## config.mk

```make
export PLATFORM = sky130hd
export DESIGN_NAME = piso_serializer
export DESIGN_NICKNAME = d
export VERILOG_FILES = /design/src/rtl/piso_serializer.sv
export SDC_FILE = /design/constraint.sdc
export NUM_CORES = 1
export LEC_CHECK = 0
export CORE_UTILIZATION = 43
export CTS_CLUSTER_DIAMETER = 60
export DETAILED_ROUTE_END_ITERATION = 6
export PLACE_DENSITY = 0.72
export SKIP_LAST_GASP = 1
export SLEW_MARGIN = 20
export SYNTH_ARGS = -nofsm -noshare
export SYNTH_HDL_FRONTEND = slang
export SYNTH_SLANG_ARGS = --single-unit
```

## constraint.sdc

```tcl
create_clock -name clk -period 1.46 [get_ports clk]
set_input_delay 0.146 -clock clk [delete_from_list [all_inputs] [get_ports clk]]
set_output_delay 0.146 -clock clk [all_outputs]
set_load 0.02 [all_outputs]
```

## src/rtl/piso_serializer.sv

```systemverilog
// Parallel-in/serial-out transmitter with valid/ready load and back-to-back framing.
// Optional even-parity trailer bit is enabled by defining PISO_PARITY_EN.
module piso_serializer #(
    parameter int WIDTH     = 8,
    parameter int MSB_FIRST = 1
) (
    input  logic             clk,
    input  logic             reset,
    input  logic             load_valid,
    input  logic [WIDTH-1:0] load_data,
    output logic             load_ready,
    output logic             sout,
    output logic             sout_valid,
    output logic             frame_start,
    output logic             done
);

`ifdef PISO_PARITY_EN
    localparam int N = WIDTH + 1;
`else
    localparam int N = WIDTH;
`endif
    localparam int CW = $clog2(WIDTH + 1);
    localparam logic [CW-1:0] LAST = CW'(N - 1);

    localparam logic [0:0] IDLE  = 1'b0;
    localparam logic [0:0] SHIFT = 1'b1;

    logic [0:0]    state;
    logic [N-1:0]  shreg;
    logic [CW-1:0] cnt;
    logic [CW-1:0] cnt_next;
    logic [N-1:0]  frame;
    logic          last;
    logic          xfer;
    logic          first_bit;
    logic          next_bit;
    logic [N-1:0]  frame_rest;
    logic [N-1:0]  shreg_rest;

    // Frame is the full bit sequence laid out so that shifting toward the
    // transmit end yields data bits followed by the optional parity bit.
    always_comb begin
        frame = '0;
`ifdef PISO_PARITY_EN
        if (MSB_FIRST != 0) begin
            frame = {load_data, ^load_data};
        end else begin
            frame = {^load_data, load_data};
        end
`else
        frame = load_data;
`endif
    end

    always_comb begin
        first_bit  = 1'b0;
        next_bit   = 1'b0;
        frame_rest = '0;
        shreg_rest = '0;
        if (MSB_FIRST != 0) begin
            first_bit  = frame[N-1];
            next_bit   = shreg[N-1];
            frame_rest = frame << 1;
            shreg_rest = shreg << 1;
        end else begin
            first_bit  = frame[0];
            next_bit   = shreg[0];
            frame_rest = frame >> 1;
            shreg_rest = shreg >> 1;
        end
    end

    assign cnt_next   = cnt + 1'b1;
    assign last       = (state == SHIFT) && (cnt == LAST);
    assign load_ready = !reset && ((state == IDLE) || last);
    assign xfer       = load_valid && load_ready;

    always_ff @(posedge clk or posedge reset) begin
        if (reset) begin
            state       <= IDLE;
            shreg       <= '0;
            cnt         <= '0;
            sout        <= 1'b0;
            sout_valid  <= 1'b0;
            frame_start <= 1'b0;
            done        <= 1'b0;
        end else if (xfer) begin
            state       <= SHIFT;
            shreg       <= frame_rest;
            cnt         <= '0;
            sout        <= first_bit;
            sout_valid  <= 1'b1;
            frame_start <= 1'b1;
            done        <= 1'b0;
        end else if ((state == SHIFT) && !last) begin
            shreg       <= shreg_rest;
            cnt         <= cnt_next;
            sout        <= next_bit;
            sout_valid  <= 1'b1;
            frame_start <= 1'b0;
            done        <= (cnt_next == LAST);
        end else begin
            state       <= IDLE;
            cnt         <= '0;
            sout        <= 1'b0;
            sout_valid  <= 1'b0;
            frame_start <= 1'b0;
            done        <= 1'b0;
        end
    end

endmodule
```

=== Word-level counts from Yosys, hierarchy flattened ===
Index checks and enable logic that the tools add are counted.

* ROM bits: 0
* Output and inout bits: 5
* Register bits after elaboration: 17
* Memories: 0
* Latch bits: 0
* Bits in writable memories: 0

* Bitwise operators: 1
* Equal/unequal tests: 3
* Shift operators: 0
* Reductions and logical operators: 8
* Divide/modulo/power cells: 0
* Multiplexer cells: 13
* Add/subtract/negate cells: 1
* $lt $le $gt $ge: 0
* Multiply operators: 0

{| class="wikitable"
|+ Operator list
! kind !! count
|-
| 8-bit two-way mux || 2
|-
| 1-bit two-way mux || 9
|-
| 4-bit by 3-bit equality test with 1-bit output (second input constant) || 2
|-
| 4-bit two-way mux || 2
|-
| 4-bit by 1-bit adder with 4-bit output (second input constant) || 1
|-
| 1-bit logical AND || 4
|-
| 1-bit logical NOT || 2
|-
| 2-bit inequality test (second input constant) || 1
|-
| 2-bit nonzero test || 1
|-
| 1-bit logical OR || 1
|-
| 1-bit inverter || 1
|}

=== Longest topological paths before layout ===
Gate-level depths: netlist of run 1.

* Depth after elaboration: 6
* Gate-level depth with buffers: 5
* Gate-level depth less buffers: 4

=== Worst setup path after synthesis of run 1 ===
Ideal clock, no wire load.

* Path kind: register to register
* From: register cnt[0]
* To: register shreg[2]
* Data arrival time: 1.284 ns
* Setup time: 0.125 ns
* Stages on the path, launching flop included: 6
* Required time: 1.335 ns
* Path buffers: 1
* Setup slack: 0.051 ns
* Path through: dfrtp_1 > ha_1 > nand2_1 > o21ai_2 > buf_4 > mux2_4

* Cells in the longest elaborated chain, start to end: 6
* Elaborated cells on any way between the ends: 9

{| class="wikitable"
|+ RTL lines
! element !! RTL line !! RTL
|-
| start: declaration || 31 || <nowiki>logic [CW-1:0] cnt;</nowiki>
|-
| start signal: assignment || 98 || <nowiki>cnt <= cnt_next;</nowiki>
|-
| 4-bit by 3-bit equality test with 1-bit output * || 75 || <nowiki>assign last = (state == SHIFT) && (cnt == LAST);</nowiki>
|-
| 1-bit logical AND * || 75 ||
|-
| 1-bit logical OR || 76 || <nowiki>assign load_ready = !reset && ((state == IDLE) || last);</nowiki>
|-
| 1-bit logical AND || 76 ||
|-
| 1-bit logical AND || 77 || <nowiki>assign xfer = load_valid && load_ready;</nowiki>
|-
| 8-bit two-way mux / 2-bit nonzero test (equally long branches) || -- ||
|-
| end signal: assignment || 90 || <nowiki>shreg <= frame_rest;</nowiki>
|-
| end signal: assignment || 97 || <nowiki>shreg <= shreg_rest;</nowiki>
|-
| end: declaration || 30 || <nowiki>logic [N-1:0] shreg;</nowiki>
|}

Every way passes the cells marked *; elsewhere a longest branch is shown, timed or not.
A chain may end at the register's enable or synchronous reset.

=== Final worst setup path of run 1 ===
* From: register cnt[0]
* To: output load_ready

* Cells in the longest elaborated chain, start to end: 4

{| class="wikitable"
|+ RTL lines
! element !! RTL line !! RTL
|-
| 4-bit by 3-bit equality test with 1-bit output || 75 ||
|-
| 1-bit logical AND || 75 ||
|-
| 1-bit logical OR || 76 ||
|-
| 1-bit logical AND || 76 ||
|-
| end: declaration || 11 || <nowiki>output logic load_ready,</nowiki>
|}

Every way passes these cells.

==> impl_metrics.toml, run 1 <==
[final_layout]
drive_above_1_share = 0.411
syn2layout_area_growth_pct = 43.2
antennaDiodeCount = 0
nets = 105
postLayoutCellArea_um2 = 1080

[logic_synthesis]
yosysMostFrequentCell = "dfrtp_1"
synth-compound-area-share = 0.0281
synthAdderAreaFrac = 0.0331
synthSimpleGateAreaFrac = 0.104
syn-num-nets = 70
synth_cell_types = 19
syn_area_um2 = 756
synth.area.mux_share = 0.242
ys_ff_latch = 16
synth_top_area_frac = 0.530
syn_avg_cell_area_um2 = 13.3
ys_top_cells_by_area = "dfrtp_1 (53%), mux2_4 (20%), ha_1 (3.3%)"
yosys.area.top_type = "dfrtp_1"
yosys_warnings = 0
synth_commonest_cells = "dfrtp_1 (16), mux2_4 (10), nand2_1 (6)"
ys.flop_type = "dfrtp_1"
yosysSeqAreaShare = 0.530
synth_edf_count = 0
synth_xor_area_frac = 0.0232
ys_async_sr_fraction = 1.00
syn_inst = 57
synth_top_family_by_area = "multiplexers"

[sta]
worst_slew_pin_slew_ps = 210
fin_crit_ps = 1470
setup_viol = 1
fin_skew_ps = 4.14
rsz0062_at_grt = "yes"
relSlewSlack = 0.859
hold_slack_ps = 245
finalCritPeriodShare = 1.01
finalWorstSetupSlack_ps = -13.8
fmax_ghz = 0.679
hold_violations = 0
slew_viol_final = 0

[critical_path]
path_cells = "ha_2 -> nand2_2 -> o21a_1 -> nor2_1 -> buf_4"
crit_fanout = 2
cp-start-kind = "flip-flop"
max_stage_delay_ps = 360
crit_type = "reg2out"
cpLargestDelayFamily = "flip-flops"
crit_path_top_delay_cell = "dfrtp_1"
end_kind = "output port"
required_ps = 1310
cp_num_buf_inv = 1
arrival_ps = 1330

[cts]
htree_levels = 1
clockBufferDepth = 2
root_buffer = "clkbuf_4"
clk_latency_ps = 280
ctsHoldBuffers = 0
cts_tree = "done"
clock_sink_count = 16
cts_buffers = 3
clkTransAtPathRegs_ps = 80

[routing]
antenna_left = 0
wl_per_cell_um = 12.2
totalWireLength_mm = 1.29
viasPerCell = 4.78
drt_pass1_iterations = 5
first_iter_violations = 7
drc = 0
via_count = 507

[pwr]
total_power_w = 0.00197
ir_drop_mv = 1.17
pwr-share-seq = 0.354
p_sw_w = 0.000617
intPower_w = 0.00135
p_leak_nw = 0.532
power_density_nw_per_um2 = 1820
switching_share = 0.313
p_clk_frac = 0.113
combPwrFrac = 0.533

[floorplan]
start_util = 0.479
die_w_um = 43.9
pin_count = 16
rows = 14
die_y_um = 43.9
core-area_um2 = 1580
dieArea_um2 = 1930

[job]
maxCapViolCount = 0

[placed_design]
place_congestion = 0.756
port_buffers = 15
dp_hpwl_um = 982
post_dp_cell_area_um2 = 1010
dp_slack_ps = -142

[outcome]
status = "finished with violations"
violations = "setup timing"

[grt]
grt_pass1_wl_mm = 2.24
grt_max_degree = 17
gr-total-overflow = 0
grt_pass1_vias = 529
grt_usage = 0.169
antenna_found_initial = 0

[worst_hold_path]
hold_path.class = "in2async"
==> cells in the final DEF, fill, tap and decap left out <==
| cell type | n |
|---|---|
| nor2b_1 | 1 |
| buf_6 | 3 |
| nand2_2 | 1 |
| mux2i_1 | 1 |
| clkbuf_4 | 3 |
| ha_2 | 1 |
| clkdlybuf4s50_1 | 14 |
| nand2_1 | 5 |
| ha_1 | 1 |
| xor2_1 | 2 |
| nand3_1 | 1 |
| mux2_4 | 11 |
| inv_1 | 3 |
| a21oi_1 | 1 |
| o21a_1 | 1 |
| o21ai_4 | 1 |
| and3_1 | 1 |
| mux2_2 | 1 |
| and2_1 | 1 |
| dfrtp_1 | 16 |
| nor2_1 | 5 |
| nand2b_4 | 1 |
| buf_4 | 15 |
==> cell type report <==
type,count,area [µm²]
inverters,3,11.3
repair buffers,32,287
flip-flops and latches,16,400
clock buffers,3,22.5
multi-input cells,36,342
fillers,121,494
well taps,16,20.0
==> sequential cells by signal (all words and copies together) (netlist names) <==
| register | flops |
|---|---|
| shreg | 7 |
| cnt | 4 |
| done | 1 |
| frame_start | 1 |
| sout | 1 |
| sout_valid | 1 |
| state | 1 |
==> per-layer routing <==
layer | track usage | wire length [µm] | up-vias
met4 | 0.0545 | 16 | 0
met5 | 0 | 0 | -
met3 | 0.0792 | 74 | 2
met2 | 0.260 | 578 | 13
met1 | 0.210 | 620 | 237
li1 | - | - | 255
==> per-stage QoR <==
stage | util | TNS (ps) | cells
6_report | 0.687 | -13.8 | 106
5_1_grt | 0.687 | -201 | 106
4_1_cts | 0.655 | -18.5 | 103
3_5_place_dp | 0.642 | -890 | 100
3_3_place_gp | 0.642 | -830 | 100
2_1_floorplan | - | 0 | 57
==> worst register-to-register path: stages (launching register included) <==
cell,delay [ps]
dfrtp_1,360
ha_2,200
nand2_2,60
buf_6,110
o21ai_4,160
buf_6,140
mux2_4,290
==> path summary, 6_finish.rpt <==
| path | startpoint | slack (ps) | end | cells past startpoint |
|---|---|---|---|---|
| hold / removal | reset | 240 | shreg[1] | 3 |
| hold reg to reg | shreg[1] | 520 | shreg[2] | 1 |
| min in group clk | load_data[0] | 410 | shreg[1] | 3 |
| setup reg to reg | cnt[0] | 20 | shreg[4] | 6 |
| max in group asynchronous | reset | 1040 | sout_valid | 3 |
| setup / recovery | cnt[0] | -10 | load_ready | 5 |
==> cell families (layout without fill, tap and decap cells) <==
group                      after synthesis  after routing
AOI/OAI and AO/OA                        3              3
xor gates and xnor gates                 2              2
adders and majority gates                2              2
buffers and inverters                    5             38
DFF                                     16             16
muxes                                   13             13
and+or+nand+nor                         16             16
==> power groups by stage <==
stage / clock [W] / sequential [W] / combinational, W
floorplan: 0 / 0.000736 / 0.000495
global placement: 0 / 0.000692 / 0.000900
detailed placement: 0 / 0.000695 / 0.000923
CTS: 0.000237 / 0.000690 / 0.000917
global route: 0.000252 / 0.000713 / 0.00115
finish: 0.000222 / 0.000699 / 0.00105
==> timing repair <==
item | CTS | global route
pin swaps | 0 | 1
cloned | 0 | 0
buffers inserted | 0 | 3
gates resized for setup | 5 | 7
setup endpoints to repair | 1 | 7
Power figures use the tool's default switching activity.
==> inputs of run 2 (changes only) <==
CAP_MARGIN = 20   (was unset)
CORE_UTILIZATION = 46   (was 43)
CTS_BUF_LIST = sky130_fd_sc_hd__clkbuf_2 sky130_fd_sc_hd__clkbuf_4 sky130_fd_sc_hd__clkbuf_8   (was unset)
PLACE_DENSITY = 0.76   (was 0.72)
==> run 2 against run 1 <==
- hold slack gained 10 ps
- design area down 0.69%
- largest power group unchanged
- critical path type is now reg2reg
- the run now ends clean
- routed wire length grew 8.8%
==> impl_metrics.toml, run 2 (synthesis results as in run 1) <==
[sta]
worst_slew_pin_slew_ps = 212
fin_skew_ps = 1.26
rsz0062_at_grt = "yes"
hold_slack_ps = 255
setup_viol = 0
relSlewSlack = 0.858
fmax_ghz = 0.686
slew_viol_final = 0
hold_violations = 0
finalCritPeriodShare = 0.999
fin_crit_ps = 1460

[final_layout]
largest-register = "shreg"
nets = 104
nFillCells = 110
drive_above_1_share = 0.404
antennaDiodeCount = 0
mostFrequentLayoutCell = "dfrtp_1"
mostFrequentLayoutCells = "dfrtp_1 (16), clkdlybuf4s50_1 (14), buf_4 (14)"
syn2layout_area_growth_pct = 42.2
largest_register_ff_count = 7
multi_input_comb_area_um2 = 342
ff_latch_area_um2 = 400
reg_top3 = "shreg (7), cnt (4)"

[floorplan]
die_w_um = 42.5
dieArea_um2 = 1810
pin_count = 16
rows = 14
die_y_um = 42.5
core-area_um2 = 1520
start_util = 0.496

[worst_hold_path]
hold_path.class = "in2async"

[placed_design]
place_congestion = 0.726
port_buffers = 15
dp_hpwl_mm = 1.06

[cts]
clkTransAtPathRegs_ps = 80
htree_levels = 1
cts_tree = "done"
root_buffer = "clkbuf_4"
clk_latency_ps = 270
clockBufferDepth = 2
ctsHoldBuffers = 0
cts_buffers = 3
clock_sink_count = 16

[critical_path]
cp_num_buf_inv = 2
crit_fanout = 5
rrSetupSlack_ps = 1
required_ps = 1630
cp-start-kind = "flip-flop"
crit_path_top_delay_cell = "dfrtp_1"
path_cells = "ha_2 -> nand2_2 -> buf_4 -> o21ai_4 -> buf_6 -> mux2_4"
max_stage_delay_ps = 360
arrival_ps = 1620
end_kind = "flip-flop"
crit_type = "reg2reg"
cpLargestDelayFamily = "flip-flops"

[pwr]
p_sw_w = 0.000625
p_leak_nw = 0.526
switching_share = 0.317
intPower_w = 0.00135
total_power_w = 0.00197
power_density_nw_per_um2 = 1830
ir_drop_mv = 1.22
combPwrFrac = 0.531
p_clk_frac = 0.112
pwr-share-seq = 0.357

[routing]
wl_per_cell_um = 13.4
viasPerCell = 4.77
antenna_left = 0
drc = 0
via_count = 501
first_iter_violations = 2
drt_pass1_iterations = 2
totalWireLength_mm = 1.40

[job]
maxCapViolCount = 0

[grt]
grt_pass1_wl_mm = 2.34
antenna_found_initial = 0
grt_max_degree = 17
grt_usage = 0.184
grt_pass1_vias = 555
gr-total-overflow = 0

[outcome]
status = "complete, no violations"
[run 2: changes by cell type in the layout (fill, tap and decap cells not counted), sizes merged]
cell  delta
buf      -1
[run 2: per-layer routing]
layer  vias to the layer above  global-route usage  wire length [µm]
met3                         2              0.0302                47
met4                         0               0.131                15
li1                        254                   -                 -
met5                         -                   0                 0
met1                       235               0.217               639
met2                        10               0.302               699
[run 2: per-stage QoR]
| step | instance area [µm²] | cells | TNS (ps) | worst slack [ps] | util |
|---|---|---|---|---|---|
| after detailed placement | 1010 | 100 | -1050 | -176 | 0.664 |
| after CTS | 1040 | 103 | -1.32 | -1.32 | 0.682 |
| after floorplan | 756 | 57 | 0 | 51.0 | - |
| final | 1070 | 105 | 0 | 1.46 | 0.705 |
| after global routing | 1070 | 105 | -532 | -106 | 0.705 |
| after global placement | 1010 | 100 | -796 | -125 | 0.664 |
[run 2: power groups by stage]
stage	logic, W	registers, W	clock network, W
2_1_floorplan	0.000495	0.000736	0
3_3_place_gp	0.000899	0.000691	0
3_5_place_dp	0.000933	0.000699	0
4_1_cts	0.000947	0.000698	0.000231
5_1_grt	0.00114	0.000720	0.000251
6_report	0.00105	0.000704	0.000220
[run 2: path summary, 6_finish.rpt]
path,startpoint,cells after the start,end
max,cnt[0],6,shreg[2]
min,reset,3,shreg[1]
min reg2reg,shreg[1],1,shreg[2]
min in group clk,load_data[0],3,shreg[1]
max in group asynchronous,reset,3,cnt[2]
max reg2reg,cnt[0],6,shreg[2]
[run 2: what timing repair did]
action,in CTS,in global routing
buffers inserted,0,2
endpoints found under the setup margin,6,7
resized for setup,6,6
pin swaps,0,1
[run 2: cell type report]
type	instances	share of cell area
clock buffer	3	0.0210
inverter	3	0.0105
multi-input combinational	36	0.318
sequential	16	0.373
tap	16	0.0186
timing repair buffer	31	0.260
[run 2: tightest hold or removal path, delay by kind of cell]
family                 cells  cell delay [ps]
buffers and inverters      3              760
==> inputs of run 3 (changes only) <==
CTS_CLUSTER_DIAMETER = 30   (was 60)
==> results of run 3 <==
Same layout as run 2: the final DEF is identical, and so are final timing and power.
